==> src/rtl/pll_seq_pkg.sv <==
// rtl/pll_seq_pkg.sv - shared state type and counter sizing for the PLL reset sequencer
//
// Purpose : types and helpers imported by pll_reset_sequencer.
// Ports   : none (package).

package pll_seq_pkg;

  // Sequencer states. RESET_PLL is the reset state and the target of every
  // restart (lock loss, lock timeout, soft reset).
  typedef enum logic [1:0] {
    ST_RESET_PLL = 2'd0,
    ST_WAIT_LOCK = 2'd1,
    ST_STABLE    = 2'd2,
    ST_RUN       = 2'd3
  } seq_state_e;

  // Saturation value of the lock-loss counter.
  localparam logic [7:0] LOSS_CNT_MAX = 8'hFF;

  // Width of the shared cycle counter: wide enough to hold the largest of the
  // three programmable intervals.
  function automatic int lock_cnt_w(input int rst_cycles,
                                    input int stable_cycles,
                                    input int timeout_cycles);
    int max_cycles;
    max_cycles = rst_cycles;
    if (stable_cycles > max_cycles) max_cycles = stable_cycles;
    if (timeout_cycles > max_cycles) max_cycles = timeout_cycles;
    return $clog2(max_cycles + 1);
  endfunction

endpackage

==> src/rtl/sync_bit.sv <==
// rtl/sync_bit.sv - parameterized-depth single-bit synchronizer
//
// Purpose : brings an asynchronous level into the clk domain through a flop
//           chain of STAGES flops; all flops reset to 0.
// Ports   : clk   in  1  destination clock
//           rst_n in  1  asynchronous active-low reset
//           d     in  1  asynchronous input level
//           q     out 1  synchronized level (last flop of the chain)

module sync_bit #(
  parameter int STAGES = 2
) (
  input  logic clk,
  input  logic rst_n,
  input  logic d,
  output logic q
);

  logic [STAGES-1:0] sync_q;
  logic [STAGES-1:0] sync_d;

  // Shift toward the MSB; bit 0 is the metastability-catching flop.
  always_comb begin
    sync_d = {sync_q[STAGES-2:0], d};
  end

  always_ff @(posedge clk or negedge rst_n) begin
    if (!rst_n) begin
      sync_q <= '0;
    end else begin
      sync_q <= sync_d;
    end
  end

  assign q = sync_q[STAGES-1];

endmodule

==> src/rtl/pll_reset_sequencer.sv <==
// rtl/pll_reset_sequencer.sv - PLL reset pulse, lock qualification and core reset release
//
// Purpose : pulses the PLL reset, waits for lock, qualifies lock for a
//           programmable time and then releases the core reset. Lock loss or
//           lock timeout restarts the sequence. Runs on the reference clock.
// Ports   : clk_74a         in  1  reference clock (same source as PLL refclk)
//           reset_n         in  1  asynchronous active-low reset
//           pll_locked      in  1  PLL lock indicator, asynchronous
//           soft_reset      in  1  one-cycle synchronous restart request
//           pll_rst         out 1  active-high PLL reset
//           core_reset_n    out 1  active-low reset for downstream core logic
//           pll_ready       out 1  high while in RUN
//           lock_loss_count out 8  saturating count of lock losses seen in RUN
//           timeout_flag    out 1  sticky lock-timeout indicator

module pll_reset_sequencer
  import pll_seq_pkg::*;
#(
  parameter int SYNC_STAGES         = 2,
  parameter int PLL_RST_CYCLES      = 16,
  parameter int LOCK_STABLE_CYCLES  = 1024,
  parameter int LOCK_TIMEOUT_CYCLES = 742500
) (
  input  logic       clk_74a,
  input  logic       reset_n,
  input  logic       pll_locked,
  input  logic       soft_reset,
  output logic       pll_rst,
  output logic       core_reset_n,
  output logic       pll_ready,
  output logic [7:0] lock_loss_count,
  output logic       timeout_flag
);

  localparam int CNT_W = lock_cnt_w(PLL_RST_CYCLES, LOCK_STABLE_CYCLES,
                                    LOCK_TIMEOUT_CYCLES);

  // Counter value on the last cycle of each interval; the transition fires on
  // the edge that ends that cycle, so the interval spans exactly N edges.
  localparam logic [CNT_W-1:0] RST_LAST     = CNT_W'(PLL_RST_CYCLES - 1);
  localparam logic [CNT_W-1:0] STABLE_LAST  = CNT_W'(LOCK_STABLE_CYCLES - 1);
  localparam logic [CNT_W-1:0] TIMEOUT_LAST = CNT_W'(LOCK_TIMEOUT_CYCLES - 1);

  logic locked_s;

  seq_state_e       state_q, state_d;
  logic [CNT_W-1:0] cnt_q, cnt_d;
  logic [7:0]       loss_cnt_q, loss_cnt_d;
  logic             timeout_q, timeout_d;
  logic             pll_rst_q, pll_rst_d;
  logic             run_q, run_d;

  sync_bit #(
    .STAGES (SYNC_STAGES)
  ) u_lock_sync (
    .clk   (clk_74a),
    .rst_n (reset_n),
    .d     (pll_locked),
    .q     (locked_s)
  );

  always_comb begin
    state_d    = state_q;
    cnt_d      = cnt_q + CNT_W'(1);
    loss_cnt_d = loss_cnt_q;
    timeout_d  = timeout_q;

    if (soft_reset) begin
      // Restart wins over every other transition, including a lock loss or
      // timeout in the same cycle, so neither statistic is updated.
      state_d   = ST_RESET_PLL;
      cnt_d     = '0;
      timeout_d = 1'b0;
    end else begin
      case (state_q)
        ST_RESET_PLL: begin
          if (cnt_q == RST_LAST) begin
            state_d = ST_WAIT_LOCK;
            cnt_d   = '0;
          end
        end

        ST_WAIT_LOCK: begin
          if (locked_s) begin
            state_d = ST_STABLE;
            cnt_d   = '0;
          end else if (cnt_q == TIMEOUT_LAST) begin
            state_d   = ST_RESET_PLL;
            cnt_d     = '0;
            timeout_d = 1'b1;
          end
        end

        ST_STABLE: begin
          // A lock dropout during qualification is not counted as a loss;
          // the wait simply restarts with a fresh timeout window.
          if (!locked_s) begin
            state_d = ST_WAIT_LOCK;
            cnt_d   = '0;
          end else if (cnt_q == STABLE_LAST) begin
            state_d = ST_RUN;
            cnt_d   = '0;
          end
        end

        ST_RUN: begin
          cnt_d = '0;
          if (!locked_s) begin
            state_d = ST_RESET_PLL;
            if (loss_cnt_q != LOSS_CNT_MAX) begin
              loss_cnt_d = loss_cnt_q + 8'd1;
            end
          end
        end

        default: begin
          state_d = ST_RESET_PLL;
          cnt_d   = '0;
        end
      endcase
    end

    // Outputs are decoded from the next state so they switch on the same
    // edge as the state register and come straight from flops.
    pll_rst_d = (state_d == ST_RESET_PLL);
    run_d     = (state_d == ST_RUN);
  end

  always_ff @(posedge clk_74a or negedge reset_n) begin
    if (!reset_n) begin
      state_q    <= ST_RESET_PLL;
      cnt_q      <= '0;
      loss_cnt_q <= '0;
      timeout_q  <= 1'b0;
      pll_rst_q  <= 1'b1;
      run_q      <= 1'b0;
    end else begin
      state_q    <= state_d;
      cnt_q      <= cnt_d;
      loss_cnt_q <= loss_cnt_d;
      timeout_q  <= timeout_d;
      pll_rst_q  <= pll_rst_d;
      run_q      <= run_d;
    end
  end

  assign pll_rst         = pll_rst_q;
  assign core_reset_n    = run_q;
  assign pll_ready       = run_q;
  assign lock_loss_count = loss_cnt_q;
  assign timeout_flag    = timeout_q;

endmodule

==> config.mk <==
export PLATFORM = sky130hd
export DESIGN_NAME = pll_reset_sequencer
export DESIGN_NICKNAME = d
export VERILOG_FILES = /design/src/rtl/pll_seq_pkg.sv /design/src/rtl/sync_bit.sv /design/src/rtl/pll_reset_sequencer.sv
export SDC_FILE = /design/constraint.sdc
export NUM_CORES = 1
export LEC_CHECK = 0
export CORE_ASPECT_RATIO = 1.5
export CORE_MARGIN = 2
export CORE_UTILIZATION = 64
export CTS_BUF_LIST = sky130_fd_sc_hd__clkbuf_2
export CTS_CLUSTER_SIZE = 12
export DETAILED_ROUTE_END_ITERATION = 16
export GPL_TIMING_DRIVEN = 0
export HOLD_SLACK_MARGIN = 0.12
export PLACE_DENSITY = 0.91
export SLEW_MARGIN = 30
export SYNTH_ARGS = -nofsm -noshare
export SYNTH_HDL_FRONTEND = slang
export SYNTH_HIERARCHICAL = 1
export SYNTH_SLANG_ARGS = --single-unit
==> constraint.sdc <==
create_clock -name clk_74a -period 2.7 [get_ports clk_74a]
set_input_delay 0.54 -clock clk_74a [delete_from_list [all_inputs] [get_ports clk_74a]]
set_output_delay 0.54 -clock clk_74a [all_outputs]
set_load 0.005 [all_outputs]
==> run summary, run 1 <==
Async S/R FF share, synth: 100%
Worst Setup SP: cnt_q[11]$_DFF_PN0_
storage element area: 877 µm²
Mapped Area: 1830 µm²
drt drc: 0
CTS tree: done
reg2reg end: cnt_q[17]$_DFF_PN0_
Clock transition at path regs: 170 ps
WL/cell: 17.4 µm
largest net degree at the start of global routing: 19
global route overflow: 0
relative slew slack: 66.7%
Worst Reg-to-Reg Cells: 5
via/cell ratio: 6.71
Total Power: 809 µW
Yosys reg bits: 35
CP Buf/Inv Count: 1
port buffer count: 15
Setup crit start kind: flop
Tot GR Track Use: 30.0%
Seq/Total Area, Yosys: 48.0%
1st-pass router iterations: 5
layout cells sized above 1: 8.06%
worst reg-to-reg setup slack: 550 ps
Worst Skew: 19.5 ps
Slew Viols, Final: 0
number of H-tree levels: 2
Pwr per Cell Area: 386 nW/µm²
crit-path leading delay family: simple AND/OR/NAND/NOR gates
Setup Viol. Count Final: 0
crit-path cells: nor4_1, nand2_1, o211ai_1, clkbuf_1, a32oi_1
RSZ-0062 raised after global routing: no
Peak Freq: 0.464 GHz
final worst slack: 545 ps
slowest stage delay, CP: 490 ps
number of global-route vias before repair: 1,678
area of the multi-input gates: 880 µm²
Worst Setup End Kind: flop
XOR/XNOR share of the synthesized area: 8.15%
status: complete, no violations
Top Ports: 16
# clock sinks: 35
mux share of post-synthesis cell area: 0%
Initial Utilization: 67.6%
slowest CP cell: nor4_1
Min-Delay Path Depth: 0
EDFF count, synth: 0
Root Driver: clkbuf_2
Leak Pwr: 0.821 nW
final-report hold violation count: 0
Synth Area in Compound Gates: 15.9%
Iteration-0 DRC Markers: 121
Setup WS pre-CTS: 461 ps
DP Wirelength: 3.10 mm
hold path endpoint: u_lock_sync/sync_q[1]$_DFF_PN0_
Slew @ Worst Pin: 499 ps
Synth Net Count: 192
Worst-Skew Late Latency: 390 ps
Post-Layout Cell Count: 248
core area: 2710 µm²
Final #Nets: 216
Post-Route WL: 4.32 mm
vias after detailed routing: 1,663
Arr. time, crit path: 2420 ps
clock buffer depth: 2
Synth Flop Type: dfrtp_1
die height: 69.5 µm
initial antenna violation count: 0
simple-gate area share of the yosys netlist: 22.7%
crit path kind: reg -> reg
Site Rows: 23
placed cell count: 239
post_cts resized: 0
adder-cell share of the synthesized area: 1.37%
synthesized instance count: 186
Synth cell types: 39
Syn Area/Cell: 9.83 µm²
Sum Neg Setup Slack: 0 ps
Critical Path RT: 2960 ps
largest family of logic cells by synthesized area: simple AND/OR/NAND/NOR gates
full die area: 3310 µm²
Max VDD drop: 0.000372 V
routability cong.: 0.880
# fillers: 200
number of max-cap violations: 0
worst r2r src: cnt_q[11]$_DFF_PN0_
ant diodes: 0
Critical Path Fanout Max: 10
Routed Antenna Nets: 0
CTS buffer count: 5
worst hold-check path type: reg -> reg
clock period minus worst slack: 2150 ps
worst hold start: u_lock_sync/sync_q[0]$_DFF_PN0_
synth warn: 6
final period utilization: 79.8%
Die W: 47.6 µm
Area Growth Syn to Fin: 14.6%
first-pass GRT wire length: 7.20 mm
## worst max-delay path by stage
stage,endpoint,slack (ps),cells past startpoint
floorplan,cnt_q[12]$_DFF_PN0_,940,6
global placement,cnt_q[17]$_DFF_PN0_,460,1
detailed placement,lock_loss_count[7]$_DFFE_PN0P_,460,5
CTS,cnt_q[15]$_DFF_PN0_,570,6
global route,cnt_q[15]$_DFF_PN0_,380,6
finish,cnt_q[17]$_DFF_PN0_,550,5
## cells in the final DEF (no fill, tap or decap), types with 3 or more instances in the layout
cell             instances
clkdlybuf4s50_1         14
a32oi_1                  8
clkbuf_2                 6
clkbuf_1                 6
nand4_1                  8
xor2_1                   6
buf_2                    4
o21ai_0                  8
nor2_1                   7
and4_1                   3
a31oi_1                 13
nand3_1                  8
and3_1                   4
nand2_1                 14
or4_1                    3
inv_1                    7
nor3_1                   4
or3_1                    7
xnor2_1                 11
nor4_1                   6
dfrtp_1                 34
## flip-flops by register name (all words and copies together) (netlist names)
| name | cells |
|---|---|
| cnt_q | 20 |
| core_reset_n | 1 |
| lock_loss_count | 8 |
| pll_rst | 1 |
| state_q | 2 |
| timeout_flag | 1 |
| u_lock_sync/sync_q | 2 |
## cells by family (layout without fill, tap and decap cells)
logic type      after synthesis  after routing
flops                        35             35
xor+xnor                     17             17
buf+inv                      17             42
simple gates                 73             73
compound gates               42             42
fa+ha+maj                     2              2
## synth_stat cells, types with 2 or more instances
cell type | number | area [µm²]
a32oi_1 | 8 | 70.1
inv_1 | 7 | 26.3
or3_1 | 7 | 43.8
xnor2_1 | 11 | 96.3
and4_1 | 3 | 26.3
a21oi_1 | 2 | 10.0
a31oi_1 | 13 | 81.3
nand4bb_1 | 2 | 22.5
nor3_1 | 4 | 20.0
a211oi_1 | 2 | 15.0
xor2_1 | 6 | 52.6
o21ai_0 | 8 | 40.0
or4_1 | 3 | 22.5
clkbuf_1 | 6 | 22.5
nand4_1 | 8 | 50.1
ha_1 | 2 | 25.0
buf_2 | 3 | 15.0
and3_1 | 4 | 25.0
nand2_1 | 14 | 52.6
o211ai_1 | 2 | 15.0
nand2_2 | 2 | 12.5
nand3_1 | 8 | 40.0
dfrtp_1 | 34 | 851
nor4_1 | 6 | 37.5
nor2_1 | 7 | 26.3
## area by class of cell
cell class | count | share of cell area (%)
clock buffer | 6 | 1.43
clock inverter | 2 | 0.418
buffer | 10 | 2.15
multi-input combinational | 134 | 42.0
sequential | 35 | 41.9
tap | 37 | 2.21
inverter | 7 | 1.25
timing repair buffer | 17 | 8.72
## layer usage
metal | track usage, % | up-vias | share of wire, %
met2 | 48.6 | 76 | 55
met4 | 18.9 | 0 | 3.5
met3 | 7.55 | 17 | 5.4
met5 | 0 | - | 0
li1 | - | 755 | -
met1 | 32.2 | 815 | 36
## worst register-to-register path, delay by kind of cell (launching register included)
family / cells / cell delay [ps]
simple gates: 2 / 700
flops: 1 / 470
compound gates: 2 / 450
buf+inv: 1 / 430
## through the flow
| step | util (%) | area (µm²) | hold WS, ps |
|---|---|---|---|
| after floorplan | - | 1830 | 244 |
| after global placement | 74.8 | 2020 | 333 |
| after detailed placement | 75.7 | 2050 | 348 |
| after CTS | 77.5 | 2100 | 385 |
| after global routing | 77.5 | 2100 | 424 |
| final | 77.5 | 2100 | 394 |
## repair_timing
action / 4_1_cts / 5_1_grt
hold buffers: 1 / 0
buffers inserted: 0 / 0
endpoints found under the hold margin: 17 / 0
## where the power goes
group / leakage, nW / internal, mW / switching [mW]
clock network: 0.0304 / 0.0635 / 0.172
logic: 0.318 / 0.0148 / 0.0225
registers: 0.473 / 0.530 / 0.00624
total: 0.821 / 0.608 / 0.200
(Power assumes the default switching activity.)
==> inputs of run 2 (changes only) <==
CORE_UTILIZATION = 59   (was 64)
PLACE_DENSITY = 0.85   (was 0.91)
clock period = 2.3 ns   (was 2.7 ns; I/O delays follow)
==> run 2 against run 1 <==
  * First-iteration DRC count is 44% lower
  * Sequential share of layout area shrank 0.075 points
  * Highest routed layer unchanged
  * Hold slack improved by 16 ps
  * Global-route usage down 2.9 points
  * Flip-flop and latch count did not move
  * Clock skew decreased by 7.8 ps
  * Utilization down 6.1 points
  * Fmax hardly changed
  * Cell area rose by 0.18%
  * Non-clock buffer count stayed put
  * Critical path depth up 1
==> run summary, run 2 (synthesis gave the netlist of run 1 again) <==
status: complete, no violations
Min-Delay Path Depth: 0
Routed Antenna Nets: 0
final-report hold violation count: 0
largest net degree at the start of global routing: 22
worst reg-to-reg setup slack: 140 ps
Iteration-0 DRC Markers: 68
DP Wirelength: 3.09 mm
Worst Reg-to-Reg Cells: 6
CTS buffer count: 5
final period utilization: 93.7%
Tot GR Track Use: 27.1%
most frequent cells in the layout: dfrtp_1 (34), nand2_1 (14), clkdlybuf4s50_1 (14)
worst hold start: u_lock_sync/sync_q[0]$_DFF_PN0_
worst r2r src: cnt_q[12]$_DFF_PN0_
Final #Nets: 216
core area: 2940 µm²
Biggest register: cnt_q
clock period minus worst slack: 2160 ps
slowest stage delay, CP: 420 ps
drt drc: 0
Leak Pwr: 0.825 nW
Max VDD drop: 0.000406 V
Clock transition at path regs: 180 ps
number of H-tree levels: 2
via/cell ratio: 6.51
Area Growth Syn to Fin: 14.9%
1st-pass router iterations: 4
Post-Layout Cell Count: 250
Worst-Skew Late Latency: 390 ps
global route overflow: 0
full die area: 3570 µm²
initial antenna violation count: 0
Slew Viols, Final: 0
Total Power: 949 µW
Slew @ Worst Pin: 492 ps
number of global-route vias before repair: 1,642
commonest non-fill, non-tap cell in the layout: dfrtp_1
# fillers: 226
clock buffer depth: 2
design area: 2100 µm²
# clock sinks: 35
layout cells sized above 1: 8.53%
Die W: 49.5 µm
Peak Freq: 0.464 GHz
Pwr per Cell Area: 452 nW/µm²
Setup crit start kind: flop
Post-Route WL: 4.26 mm
Arr. time, crit path: 2410 ps
first-pass GRT wire length: 7.46 mm
Sum Neg Setup Slack: 0 ps
area post-placement: 2050 µm²
Initial Utilization: 62.1%
die height: 72.2 µm
max reg flops: 20
Critical Path RT: 2550 ps
Critical Path Fanout Max: 10
RSZ-0062 raised after global routing: no
Worst Setup End Kind: flop
worst hold-check path type: reg -> reg
slowest CP cell: nor4_1
Root Driver: clkbuf_2
number of max-cap violations: 0
port buffer count: 15
routability cong.: 0.857
reg2reg end: cnt_q[14]$_DFF_PN0_
Setup Viol. Count Final: 0
setup repair bufs after CTS: 0
CTS tree: done
Top Ports: 16
WL/cell: 17.0 µm
placed cell count: 241
relative slew slack: 66.9%
ant diodes: 0
crit path kind: reg -> reg
CP most frequent cell: clkbuf_1
vias after detailed routing: 1,628
Worst Skew: 11.7 ps
Site Rows: 24
hold path endpoint: u_lock_sync/sync_q[1]$_DFF_PN0_
crit-path cells: clkbuf_1, nor4_1, and3_1, a21o_1, clkbuf_1, a32oi_1
==> run 2: stage by stage <==
stage | util [%] | worst slack, ps | hold slack [ps]
global route | 71.3 | 16.4 | 414
global placement | 68.9 | 98.5 | 332
CTS | 71.3 | 105 | 409
floorplan | - | 544 | 164
finish | 71.3 | 145 | 410
detailed placement | 69.6 | 126 | 373
==> run 2: repair_timing <==
action,4_1_cts,5_1_grt
endpoints found under the setup margin,0,15
hold buffers,1,0
hold endpoints to repair,14,0
gates resized for setup,0,4
==> run 2: critical path, delay by kind of cell (launching register included) <==
kind            cells  cell delay (ps)
simple gates        2              690
buf+inv             2              590
flops               1              400
compound gates      2              340
==> run 2: worst max-delay path by stage <==
stage                                    from             endpoint
after global routing      cnt_q[12]$_DFF_PN0_  cnt_q[14]$_DFF_PN0_
after global placement                reset_n   cnt_q[3]$_DFF_PN0_
after detailed placement  cnt_q[12]$_DFF_PN0_  cnt_q[14]$_DFF_PN0_
after CTS                 cnt_q[12]$_DFF_PN0_  cnt_q[14]$_DFF_PN0_
after floorplan           cnt_q[12]$_DFF_PN0_  cnt_q[12]$_DFF_PN0_
final                     cnt_q[12]$_DFF_PN0_  cnt_q[14]$_DFF_PN0_
==> run 2: power by group <==
part	total [mW]	switching [mW]	internal (mW)
combinational	0.0447	0.0267	0.0180
clock	0.275	0.202	0.0731
sequential	0.629	0.00726	0.622
==> run 2: layer usage <==
| metal | vias to the layer above | global-route usage (%) | part of all wire (%) |
|---|---|---|---|
| met1 | 792 | 30.4 | 39 |
| met4 | 0 | 13.0 | 2.5 |
| met5 | - | 0 | 0 |
| li1 | 753 | - | - |
| met3 | 16 | 4.94 | 4.3 |
| met2 | 67 | 49.1 | 55 |
==> run 2: layout make-up <==
class / count / area, µm² / share of cell area (%)
buffer: 10 / 47.5 / 2.26
sequential: 35 / 877 / 41.8
tap: 39 / 48.8 / 2.32
timing repair buffer: 17 / 183 / 8.70
multi-input combinational: 134 / 880 / 41.9
clock inverter: 2 / 7.51 / 0.358
clock buffer: 6 / 30.0 / 1.43
inverter: 7 / 26.3 / 1.25
==> inputs of run 3 (changes only) <==
clock period = 2.1 ns   (was 2.3 ns; I/O delays follow)
==> run 3 against run 2 <==
  * Flip-flop and latch count unchanged
  * Via count rose by 0.43%
  * Die area stayed put
  * First-iteration DRC count grew 5.9%
  * Register-to-register slack worse by 60 ps
  * Non-clock buffer count is 1 lower
  * Cell area is 0.60% higher
  * Critical path depth is 1 lower
  * Cell count decreased by 0.40%
  * Largest cell class unchanged
==> run summary, run 3 (synthesis gave the netlist of run 1 again) <==
status: complete, no violations
Worst-Skew Late Latency: 390 ps
number of global-route vias before repair: 1,642
Max VDD drop: 0.000439 V
vias after detailed routing: 1,635
clock period minus worst slack: 2020 ps
Iteration-0 DRC Markers: 72
Site Rows: 24
final period utilization: 96.0%
Setup crit start kind: flop
Clock transition at path regs: 170 ps
Worst Skew: 9.73 ps
DP Wirelength: 3.09 mm
Min-Delay Path Depth: 0
Peak Freq: 0.496 GHz
worst hold-check path type: reg -> reg
worst hold start: u_lock_sync/sync_q[0]$_DFF_PN0_
crit-path cells: ha_1, and4_1, nand4_1, or3_1, a32oi_1
port buffer count: 15
Critical Path Fanout Max: 8
first-pass GRT wire length: 7.46 mm
crit path kind: reg -> reg
Arr. time, crit path: 2330 ps
number of max-cap violations: 0
area post-placement: 2050 µm²
crit-path leading delay family: simple AND/OR/NAND/NOR gates
# fillers: 225
Worst Setup End Kind: flop
Leak Pwr: 0.830 nW
Worst Reg-to-Reg Cells: 5
Area Growth Syn to Fin: 15.5%
full die area: 3570 µm²
final worst slack: 84.4 ps
Setup WS pre-CTS: -74.1 ps
# clock sinks: 35
WL/cell: 17.2 µm
slowest stage delay, CP: 450 ps
number of H-tree levels: 2
via/cell ratio: 6.57
die height: 72.2 µm
core area: 2940 µm²
Initial Utilization: 62.1%
Root Driver: clkbuf_2
hold path endpoint: u_lock_sync/sync_q[1]$_DFF_PN0_
CTS buffer count: 5
max reg flops: 20
reg2reg end: cnt_q[14]$_DFF_PN0_
ant diodes: 0
Slew @ Worst Pin: 491 ps
Critical Path RT: 2410 ps
routability cong.: 0.857
Biggest register: cnt_q
largest net degree at the start of global routing: 22
Routed Antenna Nets: 0
worst r2r src: cnt_q[0]$_DFF_PN0_
final-report hold violation count: 0
CTS tree: done
Post-Route WL: 4.29 mm
commonest non-fill, non-tap cell in the layout: dfrtp_1
Tot GR Track Use: 27.1%
drt drc: 0
Final #Nets: 215
clock buffer depth: 2
Die W: 49.5 µm
relative slew slack: 67.0%
CP Buf/Inv Count: 0
Top Ports: 16
slowest CP cell: or3_1
layout cells sized above 1: 11.0%
most frequent cells in the layout: dfrtp_1 (33), nand2_1 (14), clkdlybuf4s50_1 (14)
1st-pass router iterations: 4
Pwr per Cell Area: 492 nW/µm²
Slew Viols, Final: 0
design area: 2110 µm²
Setup Viol. Count Final: 0
setup repair bufs after CTS: 0
initial antenna violation count: 0
worst reg-to-reg setup slack: 80 ps
global route overflow: 0
[run 3: changes by cell type in the layout (fill, tap and decap cells not counted), sizes merged]
cell    previous run  this run
clkbuf            12        11
[run 3: repair_timing]
| action | 4_1_cts | 5_1_grt |
|---|---|---|
| cloned | 0 | 0 |
| gates resized for setup | 2 | 7 |
| hold endpoints to repair | 14 | 0 |
| setup endpoints to repair | 20 | 20 |
| hold buffers | 1 | 0 |
[run 3: routing by layer]
metal / vias up / routed length (µm) / track usage (%)
met2: 75 / 2370 / 49.1
met1: 799 / 1590 / 30.4
met3: 10 / 238 / 4.94
met4: 0 / 92 / 13.0
li1: 751 / - / -
met5: - / 0 / 0
[run 3: worst max path at each step]
| stage | startpoint | cells after the start | slack, ps | endpoint |
|---|---|---|---|---|
| floorplan | cnt_q[12]$_DFF_PN0_ | 6 | 340 | cnt_q[12]$_DFF_PN0_ |
| global placement | reset_n | 1 | -60 | cnt_q[3]$_DFF_PN0_ |
| detailed placement | cnt_q[12]$_DFF_PN0_ | 6 | -70 | cnt_q[14]$_DFF_PN0_ |
| CTS | cnt_q[12]$_DFF_PN0_ | 6 | 0.02 | cnt_q[14]$_DFF_PN0_ |
| global route | cnt_q[11]$_DFF_PN0_ | 5 | -10 | cnt_q[14]$_DFF_PN0_ |
| finish | cnt_q[0]$_DFF_PN0_ | 5 | 80 | cnt_q[14]$_DFF_PN0_ |
[run 3: layout make-up]
class / count / area, µm² / share of cell area (%)
timing repair buffer: 17 / 183 / 8.65
multi-input combinational: 134 / 892 / 42.2
tap: 39 / 48.8 / 2.31
clock buffer: 6 / 30.0 / 1.42
buffer: 9 / 46.3 / 2.19
sequential: 35 / 878 / 41.6
inverter: 7 / 26.3 / 1.24
clock inverter: 2 / 7.51 / 0.355
[run 3: through the flow]
step / cells / hold WS (ps) / setup TNS [ps] / total power, mW / util (%)
global placement: 240 / 332 / -2040 / 0.740 / 68.9
global route: 249 / 414 / -21.3 / 1.08 / 71.8
detailed placement: 241 / 365 / -470 / 0.749 / 69.6
floorplan: 186 / 124 / 0 / 0.717 / -
finish: 249 / 407 / 0 / 1.04 / 71.8
CTS: 250 / 409 / 0 / 1.05 / 71.3
[run 3: where the power goes]
group / leakage [nW] / switching [mW] / internal (mW)
sequential: 0.472 / 0.00818 / 0.681
clock: 0.0281 / 0.220 / 0.0800
combinational: 0.330 / 0.0295 / 0.0197
total: 0.830 / 0.258 / 0.781
